## config.mk

```make
export PLATFORM = sky130hd
export DESIGN_NAME = blink_period_meter
export DESIGN_NICKNAME = d
export VERILOG_FILES = /design/src/rtl/blink_period_meter.sv
export SDC_FILE = /design/constraint.sdc
export NUM_CORES = 1
export LEC_CHECK = 0
export BUFFER_PORTS_ARGS = -buffer_cell sky130_fd_sc_hd__buf_2
export CAP_MARGIN = 20
export CORE_MARGIN = 3
export CORE_UTILIZATION = 45
export DETAILED_ROUTE_END_ITERATION = 8
export HOLD_SLACK_MARGIN = 0.15
export PLACE_DENSITY = 0.59
export SYNTH_ARGS = -nofsm -noshare
export SYNTH_HDL_FRONTEND = slang
export SYNTH_SLANG_ARGS = --single-unit
```

## constraint.sdc

```tcl
create_clock -name clk -period 4.5 [get_ports clk]
set_input_delay 0 -clock clk [delete_from_list [all_inputs] [get_ports clk]]
set_output_delay 0 -clock clk [all_outputs]
set_load 0.03 [all_outputs]
```

## src/rtl/blink_period_meter.sv

```systemverilog
// blink_period_meter: measures the half-period of an external toggling
// signal in whole milliseconds. It reports the result as the 16-bit speed
// word that a blink generator consumes ("toggle every speed ms ticks").
// It has its own ms prescaler, input synchronizer, edge detector and a
// lock/timeout FSM.
module blink_period_meter #(
  parameter int CLK_PER_MS  = 100000,
  parameter int TIMEOUT_MS  = 65535,
  parameter int SYNC_STAGES = 2
) (
  input  logic        clk,
  input  logic        rst,
  input  logic        blink_in,
  output logic [15:0] speed,
  output logic        speed_valid,
  output logic        locked,
  output logic        timeout
);

  localparam int            PW         = (CLK_PER_MS > 1) ? $clog2(CLK_PER_MS) : 1;
  localparam logic [PW-1:0] PRESC_LAST = PW'(CLK_PER_MS - 1);
  localparam logic [16:0]   TIMEOUT_M  = 17'(TIMEOUT_MS);

  typedef enum logic {
    IDLE  = 1'b0,
    ARMED = 1'b1
  } state_t;

  // Input conditioning
  logic [SYNC_STAGES-1:0] sync_q;
  logic                   prev_q;
  logic                   edge_seen;

  // Millisecond timebase
  logic [PW-1:0]          presc_q;
  logic [PW-1:0]          presc_d;
  logic                   tic;

  // Half-period measurement
  logic [15:0]            ms_q;
  logic [15:0]            ms_d;
  logic [16:0]            m;
  logic                   accept;
  logic                   expire;

  // FSM and registered outputs
  state_t                 state_q;
  logic [15:0]            speed_q;
  logic                   speed_valid_q;
  logic                   locked_q;
  logic                   timeout_q;

  // Bring blink_in into the clk domain and keep the previous settled level
  always_ff @(posedge clk) begin
    if (rst) begin
      sync_q <= '0;
      prev_q <= 1'b0;
    end else begin
      sync_q <= {sync_q[SYNC_STAGES-2:0], blink_in};
      prev_q <= sync_q[SYNC_STAGES-1];
    end
  end

  // Either polarity of transition marks one half-period boundary.
  assign edge_seen = sync_q[SYNC_STAGES-1] ^ prev_q;

  assign tic = (presc_q == PRESC_LAST);

  // A tic landing in the same cycle as the edge still counts toward the
  // measurement, so the elapsed whole-ms figure includes it.
  assign m = {1'b0, ms_q} + {16'd0, tic};

  // In IDLE any edge arms the meter. In ARMED an edge is accepted only when
  // at least one whole ms has elapsed. Anything shorter is a glitch.
  assign accept = edge_seen && ((state_q == IDLE) || (m != 17'd0));

  // The timeout fires only when no edge arrives in the same cycle. A
  // coincident edge wins and reports speed = TIMEOUT_MS instead.
  assign expire = (state_q == ARMED) && !edge_seen && (m >= TIMEOUT_M);

  // Prescaler next state: wrap on tic, and realign to an accepted edge
  always_comb begin
    presc_d = presc_q + PW'(1);
    if (accept || tic) begin
      presc_d = '0;
    end
  end

  // Elapsed-ms next state: only advances while ARMED and no edge is accepted
  always_comb begin
    ms_d = ms_q;
    if (state_q == IDLE || accept || expire) begin
      ms_d = '0;
    end else begin
      ms_d = m[15:0];
    end
  end

  // Timebase and elapsed-ms registers
  always_ff @(posedge clk) begin
    if (rst) begin
      presc_q <= '0;
      ms_q    <= '0;
    end else begin
      presc_q <= presc_d;
      ms_q    <= ms_d;
    end
  end

  // Lock/timeout FSM with registered speed, lock and pulse outputs
  always_ff @(posedge clk) begin
    if (rst) begin
      state_q       <= IDLE;
      speed_q       <= '0;
      speed_valid_q <= 1'b0;
      locked_q      <= 1'b0;
      timeout_q     <= 1'b0;
    end else begin
      speed_valid_q <= 1'b0;
      timeout_q     <= 1'b0;
      case (state_q)
        IDLE: begin
          if (edge_seen) begin
            state_q <= ARMED;
          end
        end
        ARMED: begin
          if (accept) begin
            speed_q       <= m[15:0];
            speed_valid_q <= 1'b1;
            locked_q      <= (m[15:0] == speed_q) && (speed_q != 16'd0);
          end else if (expire) begin
            timeout_q <= 1'b1;
            speed_q   <= '0;
            locked_q  <= 1'b0;
            state_q   <= IDLE;
          end
        end
        default: state_q <= IDLE;
      endcase
    end
  end

  assign speed       = speed_q;
  assign speed_valid = speed_valid_q;
  assign locked      = locked_q;
  assign timeout     = timeout_q;

endmodule

```

# Yosys cells after proc, flatten, opt, wreduce, memory -nomap -nowiden
# Cells that the tools add are included.
[classes]
addsub = 2
order_cmp = 1
eq_ne = 2
muxes = 10
bitwise_logic = 2
reduce_logical = 17
[op_table]
columns = ["operator", "count"]
rows = [
  ["2-to-1 mux 16 bit", 2],
  ["adder 16 x 1 -> 17 bit", 1],
  ["adder 17 x 1 -> 17 bit (second input constant)", 1],
  ["== test 17 bit (second input constant)", 1],
  ["greater-or-equal comparator 17 x 16 -> 1 bit (second input constant)", 1],
  ["nonzero test 17 bit", 1],
  ["== test 16 bit", 1],
  ["nonzero test 16 bit", 1],
  ["2-to-1 mux 1 bit", 7],
  ["OR reduction 2 bit", 3],
  ["logical AND 1 bit", 4],
  ["logical OR 1 bit", 4],
  ["OR reduction 3 bit", 1],
  ["one-hot mux 1 bit (2 select lines)", 1],
  ["AND reduction 2 bit", 1],
  ["nonzero test 2 bit", 1],
  ["zero test 1 bit", 1],
  ["inverter 1 bit", 1],
  ["bitwise XOR 1 bit", 1],
]
[word_totals]
reg_bits = 56
in_bits = 3
out_inout_bits = 19
wordCells = 43

# Longest topological paths before layout
[logic_depth]
word_depth = 8
ltp_mapped = 15
mapped_depth_nobuf = 13

# Worst setup path after synthesis
# Ideal clock, no wire load.
[synth_path]
path_type = "flip-flop to flip-flop"
startpoint = "register presc_q[0]"
endpoint = "register speed_q[11], in the netlist speed[11]"
setup_ns = 0.101
t_arrival_ns = 3.529
t_required_ns = 4.399
slack_ns = 0.870
stages_incl_launch_ff = 16
path_buffers = 2
synth_period_minus_slack_ns = 3.630
path_cell_list = "dfxtp_1 ha_1 nand3_1 nor4_1 and3_1 ha_1 ha_1 buf_2 and2_1 a21oi_1 or4_1 or4_4 o31ai_4 nor2_2 buf_2 o41ai_1"
[synth_between]
elab_chain_cells = 7
word_cells_on_any_way = 10
cone_classes = "1 x add/sub; 1 x order compare; 1 x eq/ne; 1 x mux; 6 x reduce/logical"
[synth_rtl]
columns = ["item", "line", "rtl"]
rows = [
  ["start, declared", "35", "logic [PW-1:0] presc_q;"],
  ["start signal, assigned", "105", "presc_q <= presc_d;"],
  ["== test 17 bit *", "67", "assign tic = (presc_q == PRESC_LAST);"],
  ["adder 16 x 1 -> 17 bit *", "71", "assign m = {1'b0, ms_q} + {16'd0, tic};"],
  ["parallel branches: the longest is 5 deep, another holds greater-or-equal comparator 17 x 16 -> 1 bit", "--", ""],
  ["end signal, assigned", "129", "speed_q <= m[15:0];"],
  ["end, declared", "48", "logic [15:0] speed_q;"],
]
# Every way passes the cells marked *.
# A chain may end at the register's enable or synchronous reset.

# Worst setup path in the final report
[layout_path]
startpoint = "register presc_q[0]"
endpoint = "register presc_q[16]"
[layout_between]
elab_chain_cells = 7
word_cells_on_any_way = 8
cone_classes = "2 x add/sub; 1 x eq/ne; 5 x reduce/logical"
[layout_rtl]
columns = ["item", "line", "rtl"]
rows = [
  ["== test 17 bit", "67", ""],
  ["adder 16 x 1 -> 17 bit", "71", ""],
  ["nonzero test 17 bit", "75", "assign accept = edge_seen && ((state_q == IDLE) || (m != 17'd0));"],
  ["logical OR 1 bit", "75", ""],
  ["logical AND 1 bit", "75", ""],
  ["logical OR 1 bit", "84", "if (accept || tic) begin"],
  ["OR reduction 2 bit (no source line)", "--", ""],
]
# Several ways; a longest one is shown, not always the timed one.

==> out/qor.json <==
{
  "status": {"value": "finished, final reports clean"},
  "synth_cell_types": {"value": 45},
  "timing.critical_path.buf_inv": {"value": 0},
  "timing.critical_path.from": {"value": "presc_q[0]"},
  "start_to_end_type_of_the_worst_setup_path": {"value": "reg2reg"},
  "crit_slowest_cell": {"value": "sky130_fd_sc_hd__or4_4"},
  "path_cells": {"value": "ha_1 -> nand3_1 -> nor4_1 -> and3_1 -> ha_1 -> ha_2 -> and2_1 -> a21oi_1 -> or4_1 -> or4_4 -> o31a_1 -> or3_1 -> nor2_1"},
  "drt-vias-per-instance": {"value": 5.89},
  "combinational_family_with_the_most_area_after_synthesis": {"value": "simple AND/OR/NAND/NOR gates"},
  "die_height": {"value": 89.0, "unit": "um"},
  "yosys.area.top_type_share": {"value": 36.1, "unit": "%"},
  "max-cap-violations": {"value": 0},
  "pin_count_of_the_biggest_net_entering_global_routing": {"value": 31},
  "crit_required": {"value": 4750, "unit": "ps"},
  "syn_area": {"value": 3100, "unit": "um2"},
  "synth_seq_cells": {"value": 56},
  "num_antenna_cells": {"value": 0},
  "ys_warn_count": {"value": 0},
  "drtPass1Iterations": {"value": 4},
  "grt_pass1_wl": {"value": 12400, "unit": "um"},
  "antenna_found_initial": {"value": 0},
  "core.rowCount": {"value": 29},
  "synth-edff-count": {"value": 0},
  "die-area": {"value": 7930, "unit": "um2"},
  "timing_max_transition_violations_final": {"value": 0},
  "seq_area_frac_synth": {"value": 36.1, "unit": "%"},
  "leakagePower": {"value": 1.16, "unit": "nW"},
  "worst_path_most_repeated_cell": {"value": "sky130_fd_sc_hd__ha_1"},
  "yosys.area_share.simple": {"value": 28.3, "unit": "%"},
  "port_buffers": {"value": 21},
  "fin_crit": {"value": 4150, "unit": "ps"},
  "critical_path.startpoint_type": {"value": "register"},
  "synthCells": {"value": 358},
  "postRouteAntennaNets": {"value": 0},
  "dominantRegCellSynth": {"value": "sky130_fd_sc_hd__dfxtp_1"},
  "die-width": {"value": 89.0, "unit": "um"},
  "timing.slew.headroom": {"value": 47.0, "unit": "%"},
  "yosys-top-cells-area": {"value": "sky130_fd_sc_hd__dfxtp_1 36%, sky130_fd_sc_hd__xnor2_1 7.6%, sky130_fd_sc_hd__o41ai_1 4.5%"},
  "post-route-drc-count": {"value": 0},
  "post-synth-top-count-cell": {"value": "sky130_fd_sc_hd__dfxtp_1"},
  "placedInstanceArea": {"value": 3210, "unit": "um2"},
  "post_route_cells_drive_above_1_share": {"value": 11.7, "unit": "%"},
  "critPathCaptureType": {"value": "register"},
  "drt-total-wl": {"value": 7540, "unit": "um"},
  "max_clock_freq": {"value": 241, "unit": "MHz"},
  "critPathMaxFanout": {"value": 11},
  "initial_utilization": {"value": 47.5, "unit": "%"},
  "wl_per_cell": {"value": 17.0, "unit": "um"},
  "post-dp-hpwl": {"value": 5390, "unit": "um"},
  "synth_compound_area_share": {"value": 11.1, "unit": "%"},
  "avgSynthCellArea": {"value": 8.67, "unit": "um2"},
  "critPathTopFamily": {"value": "simple AND/OR/NAND/NOR gates"},
  "syn2layout_area_growth": {"value": 6.85, "unit": "%"},
  "min-delay-start": {"value": "rst"},
  "setup_buffers_after_cts": {"value": 0},
  "worst_hold_path_type": {"value": "in2reg"},
  "post_synthesis_share_of_cell_area_spent_on_full_adders_half_adders_and_majority_gates": {"value": 1.61, "unit": "%"},
  "max-clock-path-buffers": {"value": 2},
  "cts_htree_levels": {"value": 2},
  "drt_iter0_markers": {"value": 142},
  "vias": {"value": 2613},
  "gp_congestion": {"value": 0.991},
  "yosys-mux-area-fraction": {"value": 0, "unit": "%"},
  "grt-ovfl-total": {"value": 0},
  "final.period_utilization": {"value": 92.2, "unit": "%"},
  "clk_latency": {"value": 310, "unit": "ps"},
  "place_inst": {"value": 435},
  "design_power_total": {"value": 0.821, "unit": "mW"},
  "clock-sinks": {"value": 56},
  "r2r-start": {"value": "presc_q[0]"},
  "timing_worst_slew_pin_value": {"value": 794, "unit": "ps"},
  "first_global_vias": {"value": 2391},
  "final_net_count": {"value": 373},
  "fin_cells": {"value": 444},
  "timing_hold_violations_final": {"value": 0},
  "global_route.usage.total": {"value": 20.0, "unit": "%"},
  "layout.cell_area.non_filler": {"value": 3320, "unit": "um2"},
  "power.density": {"value": 248, "unit": "nW/um2"},
  "path_clk_slew": {"value": 100, "unit": "ps"},
  "clock_tree_from_tritoncts": {"value": "built"},
  "cts_made_buffers": {"value": 5},
  "parity_gate_share_of_the_synthesized_area_counting_xor_and_xnor_cells": {"value": 16.2, "unit": "%"},
  "design.core.area": {"value": 6530, "unit": "um2"},
  "worst_ir_drop_vdd": {"value": 0.118, "unit": "mV"},
  "report.final.setup_viol": {"value": 0},
  "top_cells_by_instance_count_after_synthesis": {"value": "56 x sky130_fd_sc_hd__dfxtp_1, 30 x sky130_fd_sc_hd__nor2_1, 27 x sky130_fd_sc_hd__xnor2_1"},
  "setup_repair_after_global_routing_missed_its_margin": {"value": "no"},
  "ctsRootBufferMaster": {"value": "sky130_fd_sc_hd__clkbuf_8"},
  "slowest_delay": {"value": 530, "unit": "ps"},
  "fin_ws": {"value": 351, "unit": "ps"},
  "final_clock_skew": {"value": 8.86, "unit": "ps"},
  "synth_top_area_cell": {"value": "sky130_fd_sc_hd__dfxtp_1"},
  "io_pins": {"value": 22},
  "timing.setup.tns": {"value": 0, "unit": "ps"},
  "post_synth_net_total": {"value": 365},
  "critical_path_arrival": {"value": 4400, "unit": "ps"},
  "synth-async-reset-ratio": {"value": 0, "unit": "%"},
  "post-place-ws": {"value": 273, "unit": "ps"},
  "fill_cells": {"value": 615}
}
cell families (layout without fill, tap and decap cells):
| logic type | Yosys count | after routing |
|---|---|---|
| AND/OR/NAND/NOR | 162 | 162 |
| flip-flops | 56 | 56 |
| XOR/XNOR | 48 | 48 |
| buffers and inverters | 46 | 55 |
| AO/OA/AOI/OAI | 42 | 42 |
| adder cells (fa/ha/maj) | 4 | 4 |
metal layers:
| metal | share of wire, % | track usage [%] | vias to the layer above |
|---|---|---|---|
| met5 | 0 | 0 | - |
| met4 | 1.4 | 5.14 | 0 |
| met3 | 4.7 | 3.32 | 9 |
| met2 | 43 | 30.6 | 74 |
| met1 | 50 | 29.3 | 1206 |
| li1 | - | - | 1324 |
where the power goes:
group / internal (mW) / switching [mW]
registers: 0.499 / 0.00658
clock network: 0.109 / 0.171
logic: 0.00827 / 0.0267
path summary, 6_finish.rpt:
kind / slack (ps) / depth (start not counted) / endpoint
hold reg to reg: 450 / 1 / presc_q[0]
setup reg to reg: 350 / 13 / presc_q[16]
setup / recovery: 350 / 13 / presc_q[16]
hold / removal: 140 / 2 / state_q
area by class of cell:
cell class	count	area, um2	share of cell area (%)
Multi-Input combinational cell	256	1780	53.8
Inverter	20	75.1	2.26
Timing Repair Buffer	27	153	4.60
Clock inverter	3	18.8	0.566
Tap cell	77	96.3	2.91
Sequential cell	56	1120	33.8
Clock buffer	5	68.8	2.08
through the flow:
stage                     hold slack, ps  util [%]
final                                143      50.8
after global routing                 182      50.8
after CTS                            150      50.7
after detailed placement             218      49.2
after global placement               220      49.2
after floorplan                      128         -
worst register-to-register path: cells and delay by family (launching register included):
| family | cells | cell delay, ps |
|---|---|---|
| AND/OR/NAND/NOR | 8 | 2390 |
| adder cells (fa/ha/maj) | 3 | 810 |
| AO/OA/AOI/OAI | 2 | 540 |
| flip-flops | 1 | 370 |
cell usage in the layout (no fill, tap or decap), drive strengths merged, types with 6 or more instances in the layout:
cell and count:
nand2 26, or4 8, o41ai 16, nand4 19
and3 6, nor2 31, buf 26, or3 7
inv 20, nor3 17, xnor3 6, xor2 15
dfxtp 56, a21oi 6, nor4 22, nand3 15
xnor2 27
repair_timing:
| action | in CTS | in global routing |
|---|---|---|
| hold buffers | 1 | 0 |
| gates resized for setup | 0 | 2 |
| hold endpoints to repair | 1 | 0 |
| endpoints found under the setup margin | 0 | 25 |
flip-flops by register name, indices dropped and copies added (netlist names):
register / count
prev_q: 1
speed_valid: 1
timeout: 1
state_q: 1
locked: 1
speed: 16
sync_q: 2
presc_q: 17
ms_q: 16
Power figures use the tool's default switching activity.
